$ cat src/rtl/adc_decimator_if.sv
// rtl/adc_decimator_if.sv - averaged-word valid/ready readout handshake
interface adc_decimator_if #(
    parameter int RESOLUTION = 8
);
    logic                  avg_valid_o;
    logic                  avg_ready_i;
    logic [RESOLUTION-1:0] avg_data_o;

    // Decimator drives the word, readout stage drives ready
    modport master (output avg_valid_o, output avg_data_o, input avg_ready_i);
    modport slave  (input avg_valid_o, input avg_data_o, output avg_ready_i);
endinterface

$ cat src/rtl/adc_decimator.sv
// rtl/adc_decimator.sv - ADC result capture, boxcar average and output FIFO
module adc_decimator #(
    parameter int RESOLUTION = 8,
    parameter int LOG2_AVG   = 2,
    parameter int FIFO_DEPTH = 4
) (
    input  logic                             clk_i,
    input  logic                             rst_i,
    input  logic                             enable_i,
    input  logic                             adc_rdy_i,
    input  logic [RESOLUTION-1:0]            adc_result_i,
    adc_decimator_if.master                  avg_if,
    output logic [$clog2(FIFO_DEPTH+1)-1:0]  fifo_level_o,
    output logic                             overflow_o,
    input  logic                             clear_ovf_i
);
    localparam int AW = RESOLUTION + LOG2_AVG;
    localparam int CW = (LOG2_AVG > 0) ? LOG2_AVG : 1;
    localparam int PW = $clog2(FIFO_DEPTH);
    localparam int LW = $clog2(FIFO_DEPTH + 1);
    localparam logic [CW-1:0] CNT_LAST = CW'((1 << LOG2_AVG) - 1);
    localparam logic [LW-1:0] LVL_FULL = LW'(FIFO_DEPTH);

    logic                  r_rdy_prev;
    logic [AW-1:0]         r_sum;
    logic [CW-1:0]         r_cnt;
    logic [RESOLUTION-1:0] r_mem [FIFO_DEPTH];
    logic [PW-1:0]         r_wr_ptr;
    logic [PW-1:0]         r_rd_ptr;
    logic [LW-1:0]         r_level;
    logic                  r_ovf;

    logic                  w_cap;
    logic                  w_last;
    logic [AW-1:0]         w_sum_next;
    logic [RESOLUTION-1:0] w_avg;
    logic                  w_push;
    logic                  w_pop;
    logic                  w_accept;
    logic                  w_valid;

    // Rising edge of the ready level; with LOG2_AVG=0 the counter never leaves 0
    assign w_cap      = adc_rdy_i & ~r_rdy_prev & enable_i;
    assign w_last     = (r_cnt == CNT_LAST);
    assign w_sum_next = r_sum + AW'(adc_result_i);
    assign w_avg      = w_sum_next[AW-1:LOG2_AVG];

    assign w_push   = w_cap & w_last;
    assign w_valid  = (r_level != '0);
    assign w_pop    = w_valid & avg_if.avg_ready_i;
    assign w_accept = w_push & ((r_level != LVL_FULL) | w_pop);

    // Outputs decode FIFO state only, so ready never reaches valid/data
    assign avg_if.avg_valid_o = w_valid;
    assign avg_if.avg_data_o  = w_valid ? r_mem[r_rd_ptr] : '0;
    assign fifo_level_o       = r_level;
    assign overflow_o         = r_ovf;

    // Edge detector and window accumulator; disabling drops the partial window
    always_ff @(posedge clk_i) begin
        if (rst_i) begin
            r_rdy_prev <= 1'b1;
            r_sum      <= '0;
            r_cnt      <= '0;
        end else begin
            r_rdy_prev <= adc_rdy_i;
            if (!enable_i) begin
                r_sum <= '0;
                r_cnt <= '0;
            end else if (w_cap) begin
                if (w_last) begin
                    r_sum <= '0;
                    r_cnt <= '0;
                end else begin
                    r_sum <= w_sum_next;
                    r_cnt <= r_cnt + CW'(1);
                end
            end
        end
    end

    // FIFO storage, written at the tail on every accepted push
    always_ff @(posedge clk_i) begin
        if (w_accept) begin
            r_mem[r_wr_ptr] <= w_avg;
        end
    end

    // FIFO pointers and level; push with pop leaves the level unchanged
    always_ff @(posedge clk_i) begin
        if (rst_i) begin
            r_wr_ptr <= '0;
            r_rd_ptr <= '0;
            r_level  <= '0;
        end else begin
            if (w_accept) begin
                r_wr_ptr <= r_wr_ptr + PW'(1);
            end
            if (w_pop) begin
                r_rd_ptr <= r_rd_ptr + PW'(1);
            end
            if (w_accept && !w_pop) begin
                r_level <= r_level + LW'(1);
            end else if (!w_accept && w_pop) begin
                r_level <= r_level - LW'(1);
            end
        end
    end

    // Sticky overflow; a new drop beats a simultaneous clear
    always_ff @(posedge clk_i) begin
        if (rst_i) begin
            r_ovf <= 1'b0;
        end else if (w_push && !w_accept) begin
            r_ovf <= 1'b1;
        end else if (clear_ovf_i) begin
            r_ovf <= 1'b0;
        end
    end
endmodule

$ cat src/flat_wrapper.sv
// flat-port wrapper written by rule: the top's interface ports become plain ports
module adc_decimator_flat 
#(
    parameter int RESOLUTION = 8,
    parameter int LOG2_AVG   = 2,
    parameter int FIFO_DEPTH = 4
)
  (clk_i, rst_i, enable_i, adc_rdy_i, adc_result_i, fifo_level_o, overflow_o, clear_ovf_i, avg_if_avg_valid_o, avg_if_avg_data_o, avg_if_avg_ready_i);
  adc_decimator_if #(.RESOLUTION(RESOLUTION)) avg_if_i ();
  input  logic clk_i;
  input  logic rst_i;
  input  logic enable_i;
  input  logic adc_rdy_i;
  input  logic [RESOLUTION-1:0] adc_result_i;
  output logic [$clog2(FIFO_DEPTH+1)-1:0] fifo_level_o;
  output logic overflow_o;
  input  logic clear_ovf_i;
  output wire logic [$bits(avg_if_i.avg_valid_o)-1:0] avg_if_avg_valid_o;
  output wire logic [$bits(avg_if_i.avg_data_o)-1:0] avg_if_avg_data_o;
  input wire logic [$bits(avg_if_i.avg_ready_i)-1:0] avg_if_avg_ready_i;
  assign avg_if_avg_valid_o = avg_if_i.avg_valid_o;
  assign avg_if_avg_data_o = avg_if_i.avg_data_o;
  assign avg_if_i.avg_ready_i = avg_if_avg_ready_i;
  adc_decimator #(.RESOLUTION(RESOLUTION), .LOG2_AVG(LOG2_AVG), .FIFO_DEPTH(FIFO_DEPTH)) u_core (.clk_i(clk_i), .rst_i(rst_i), .enable_i(enable_i), .adc_rdy_i(adc_rdy_i), .adc_result_i(adc_result_i), .avg_if(avg_if_i), .fifo_level_o(fifo_level_o), .overflow_o(overflow_o), .clear_ovf_i(clear_ovf_i));
endmodule
$ cat config.mk
export PLATFORM = sky130hd
export DESIGN_NAME = adc_decimator_flat
export DESIGN_NICKNAME = d
export VERILOG_FILES = /design/src/rtl/adc_decimator_if.sv /design/src/rtl/adc_decimator.sv /design/src/flat_wrapper.sv
export SDC_FILE = /design/constraint.sdc
export NUM_CORES = 1
export LEC_CHECK = 0
export CORE_MARGIN = 2
export CORE_UTILIZATION = 45
export DETAILED_ROUTE_END_ITERATION = 8
export GPL_ROUTABILITY_DRIVEN = 0
export HOLD_SLACK_MARGIN = 0.15
export PLACE_DENSITY_LB_ADDON = 0.3
export RECOVER_POWER = 25
export SLEW_MARGIN = 10
export SYNTH_ARGS = -nofsm -noshare
export SYNTH_HDL_FRONTEND = slang
export SYNTH_SLANG_ARGS = --single-unit
$ cat constraint.sdc
create_clock -name clk_i -period 2.9 [get_ports clk_i]
set_input_delay 0.29 -clock clk_i [delete_from_list [all_inputs] [get_ports clk_i]]
set_output_delay 0.29 -clock clk_i [all_outputs]
set_load 0.05 [all_outputs]
==> impl_metrics.json <==
{
  "status": "finished clean",
  "yosys_warnings": 0,
  "synthDistinctLibCells": 42,
  "critPathArrivalTime_ns": 2.35,
  "skew_ns": 0.01195,
  "combinationalPowerShare_pct": 36.6,
  "dpl.cell_count": 304,
  "synthCells": 212,
  "clkTransAtPathRegs_ns": 0.10,
  "h-tree-depth": 2,
  "cts_tree": "yes",
  "clock_power_share_pct": 20.4,
  "setup_ws_ns": 0.2621,
  "netlist_area_um2": 2633,
  "synth_top_area_share_pct": 36.50,
  "fin_tns_setup_ns": 0,
  "required_ns": 2.61,
  "layout.cells.non_filler": 312,
  "synth.most_common_cell": "edfxtp_1",
  "drcViolationCount": 0,
  "holdWs_ns": 0.5056,
  "clock.fmax_mhz": 379.1,
  "pwr-share-seq_pct": 43.0,
  "drt_wl_total_um": 4595,
  "grt-ovfl-total": 0,
  "track_usage_pct": 15.28,
  "diodes": 0,
  "synth_top_area_cell": "edfxtp_1",
  "cp_max_fo": 5,
  "cts-hold-fix-buffers": 0,
  "dp_slack_ns": 0.3696,
  "synth_area_leaders": "edfxtp_1, dfxtp_1, mux4_2",
  "rr_startpoint": "u_core.fifo_level_o[0]$_SDFFE_PP0P_",
  "worst_pin_slew_ns": 1.029,
  "ys_ff_latch": 55,
  "path_class": "reg2out",
  "timing_hold_violations_final": 0,
  "grt_pass1_vias": 1569,
  "core-area_um2": 5574,
  "wl_per_cell_um": 14.73,
  "cts_setup_buffers": 0,
  "drive_above_1_share_pct": 9.167,
  "grt_max_degree": 25,
  "drt-initial-drc-count": 98,
  "power_mw": 2.061,
  "clock_latency_ns": 0.31,
  "die_y_um": 80.49,
  "die_width_um": 80.49,
  "dieArea_um2": 6478,
  "power.leakage_nw": 1.084,
  "yosys-top-cells-count": "edfxtp_1, dfxtp_1, nor2_1, ha_1, and2_1",
  "root_buffer": "clkbuf_8",
  "dp_hpwl_um": 3321,
  "start_kind": "flip-flop",
  "swShare_pct": 37.00,
  "cts.repair.resized": 0,
  "hold_path_class": "reg2reg",
  "maxCapViolations": 0,
  "min_period_ns": 2.638,
  "antenna_found_initial": 0,
  "synth_flop_cell": "edfxtp_1",
  "max_slew_margin_pct": 31.40,
  "ys_seq_area_share_pct": 53.99,
  "crit_path_end_kind": "output port",
  "min-delay-start": "u_core.r_sum[6]$_SDFFE_PP0P_",
  "portBuffers": 26,
  "start_util_pct": 47.23,
  "syn2layout_area_growth_pct": 15.97,
  "intPower_mw": 1.298,
  "via_count": 1683,
  "synth_area_per_cell_um2": 12.42,
  "synth_edf_count": 32,
  "clock_sinks": 55,
  "num-nets-final": 269,
  "ant_nets": 0,
  "cts_buffers": 5,
  "fp-row-count": 27,
  "grt_pass1_wl_um": 7389,
  "dr.pass1.iters": 4,
  "clock_path_buffers": 2,
  "slew_violations": 0,
  "ios": 27,
  "setup_violations": 0,
  "power_switching_mw": 0.7626,
  "finalCritPeriodShare_pct": 90.96,
  "power.density_nw_per_um2": 675.1,
  "ir_drop_v": 0.0005250,
  "synthArstFlopShare_pct": 0,
  "via_per_inst": 5.394,
  "rsz0062_at_grt": "false",
  "synth_fp_nets": 242
}
==> power by group through the flow <==
stage	Sequential [mW]	Clock (mW)	Combinational, mW
after global placement	0.905	0	0.751
after CTS	0.889	0.443	0.764
after global routing	0.893	0.472	0.801
after detailed placement	0.907	0	0.763
final	0.887	0.420	0.754
after floorplan	0.949	0	0.484
==> per-stage QoR <==
stage               utilization, %  instance area, um^2
finish                       54.77                 3053
global route                 54.77                 3053
CTS                          54.97                 3064
detailed placement           53.29                 2970
global placement             53.29                 2970
floorplan                        -                 2633
==> registers in the layout, indices dropped and copies added (netlist names), named ones only <==
signal	flops
u_core.fifo_level_o	3
u_core.r_sum	10
u_core.r_rdy_prev	1
u_core.r_rd_ptr	2
u_core.r_cnt	2
u_core.r_wr_ptr	2
u_core.overflow_o	1
u_core.r_mem	32
==> cells by family after synthesis <==
kind of cell,after synthesis,share of synthesized area (%)
XOR/XNOR,12,3.992
AND/OR/NAND/NOR,68,14.21
AO/OA/AOI/OAI,35,9.173
buffers and inverters,15,2.471
multiplexers,11,7.985
flip-flops,55,53.99
adder cells (fa/ha/maj),16,8.175
==> cells in the final DEF, fill, tap and decap left out, types with 5 or more instances in the layout <==
master            n
nand2_1           5
nor3_1            5
o21ai_0           5
clkdlybuf4s50_1  22
and2_1           13
xnor2_1           6
xor2_1            6
dfxtp_1          23
nor2_1           19
nand3_1           5
edfxtp_1         32
mux4_2            8
a21oi_1           9
clkbuf_8          5
ha_1             14
==> worst paths after layout <==
kind / end / slack, ns / depth (start not counted)
setup / recovery: avg_if_avg_data_o[7] / 0.26 / 4
hold / removal: u_core.r_sum[6]$_SDFFE_PP0P_ / 0.51 / 2
setup reg to reg: u_core.fifo_level_o[2]$_SDFFE_PP0P_ / 0.49 / 8
hold reg to reg: u_core.r_sum[6]$_SDFFE_PP0P_ / 0.51 / 2
==> layer usage <==
layer	vias to the layer above	global-route usage, %	share of wire [%]
met4	0	6.102	1.3
li1	843	-	-
met5	-	0	0
met2	48	24.50	47
met3	5	3.034	3.6
met1	787	20.34	48
==> critical path, cell delays in order (launching register included) <==
cell and delay, ns:
dfxtp_1 0.47, buf_4 0.22, mux4_2 0.50, and2_1 0.17, clkdlybuf4s50_1 0.69
==> cell type report <==
cell class	count	area [um^2]
Clock buffer	5	68.82
Clock inverter	3	25.02
Tap cell	72	90.09
Multi-Input combinational cell	142	1146
Fill cell	483	2521
Inverter	4	15.01
Sequential cell	55	1421
Timing Repair Buffer	31	286.5
(Power assumes the default switching activity.)
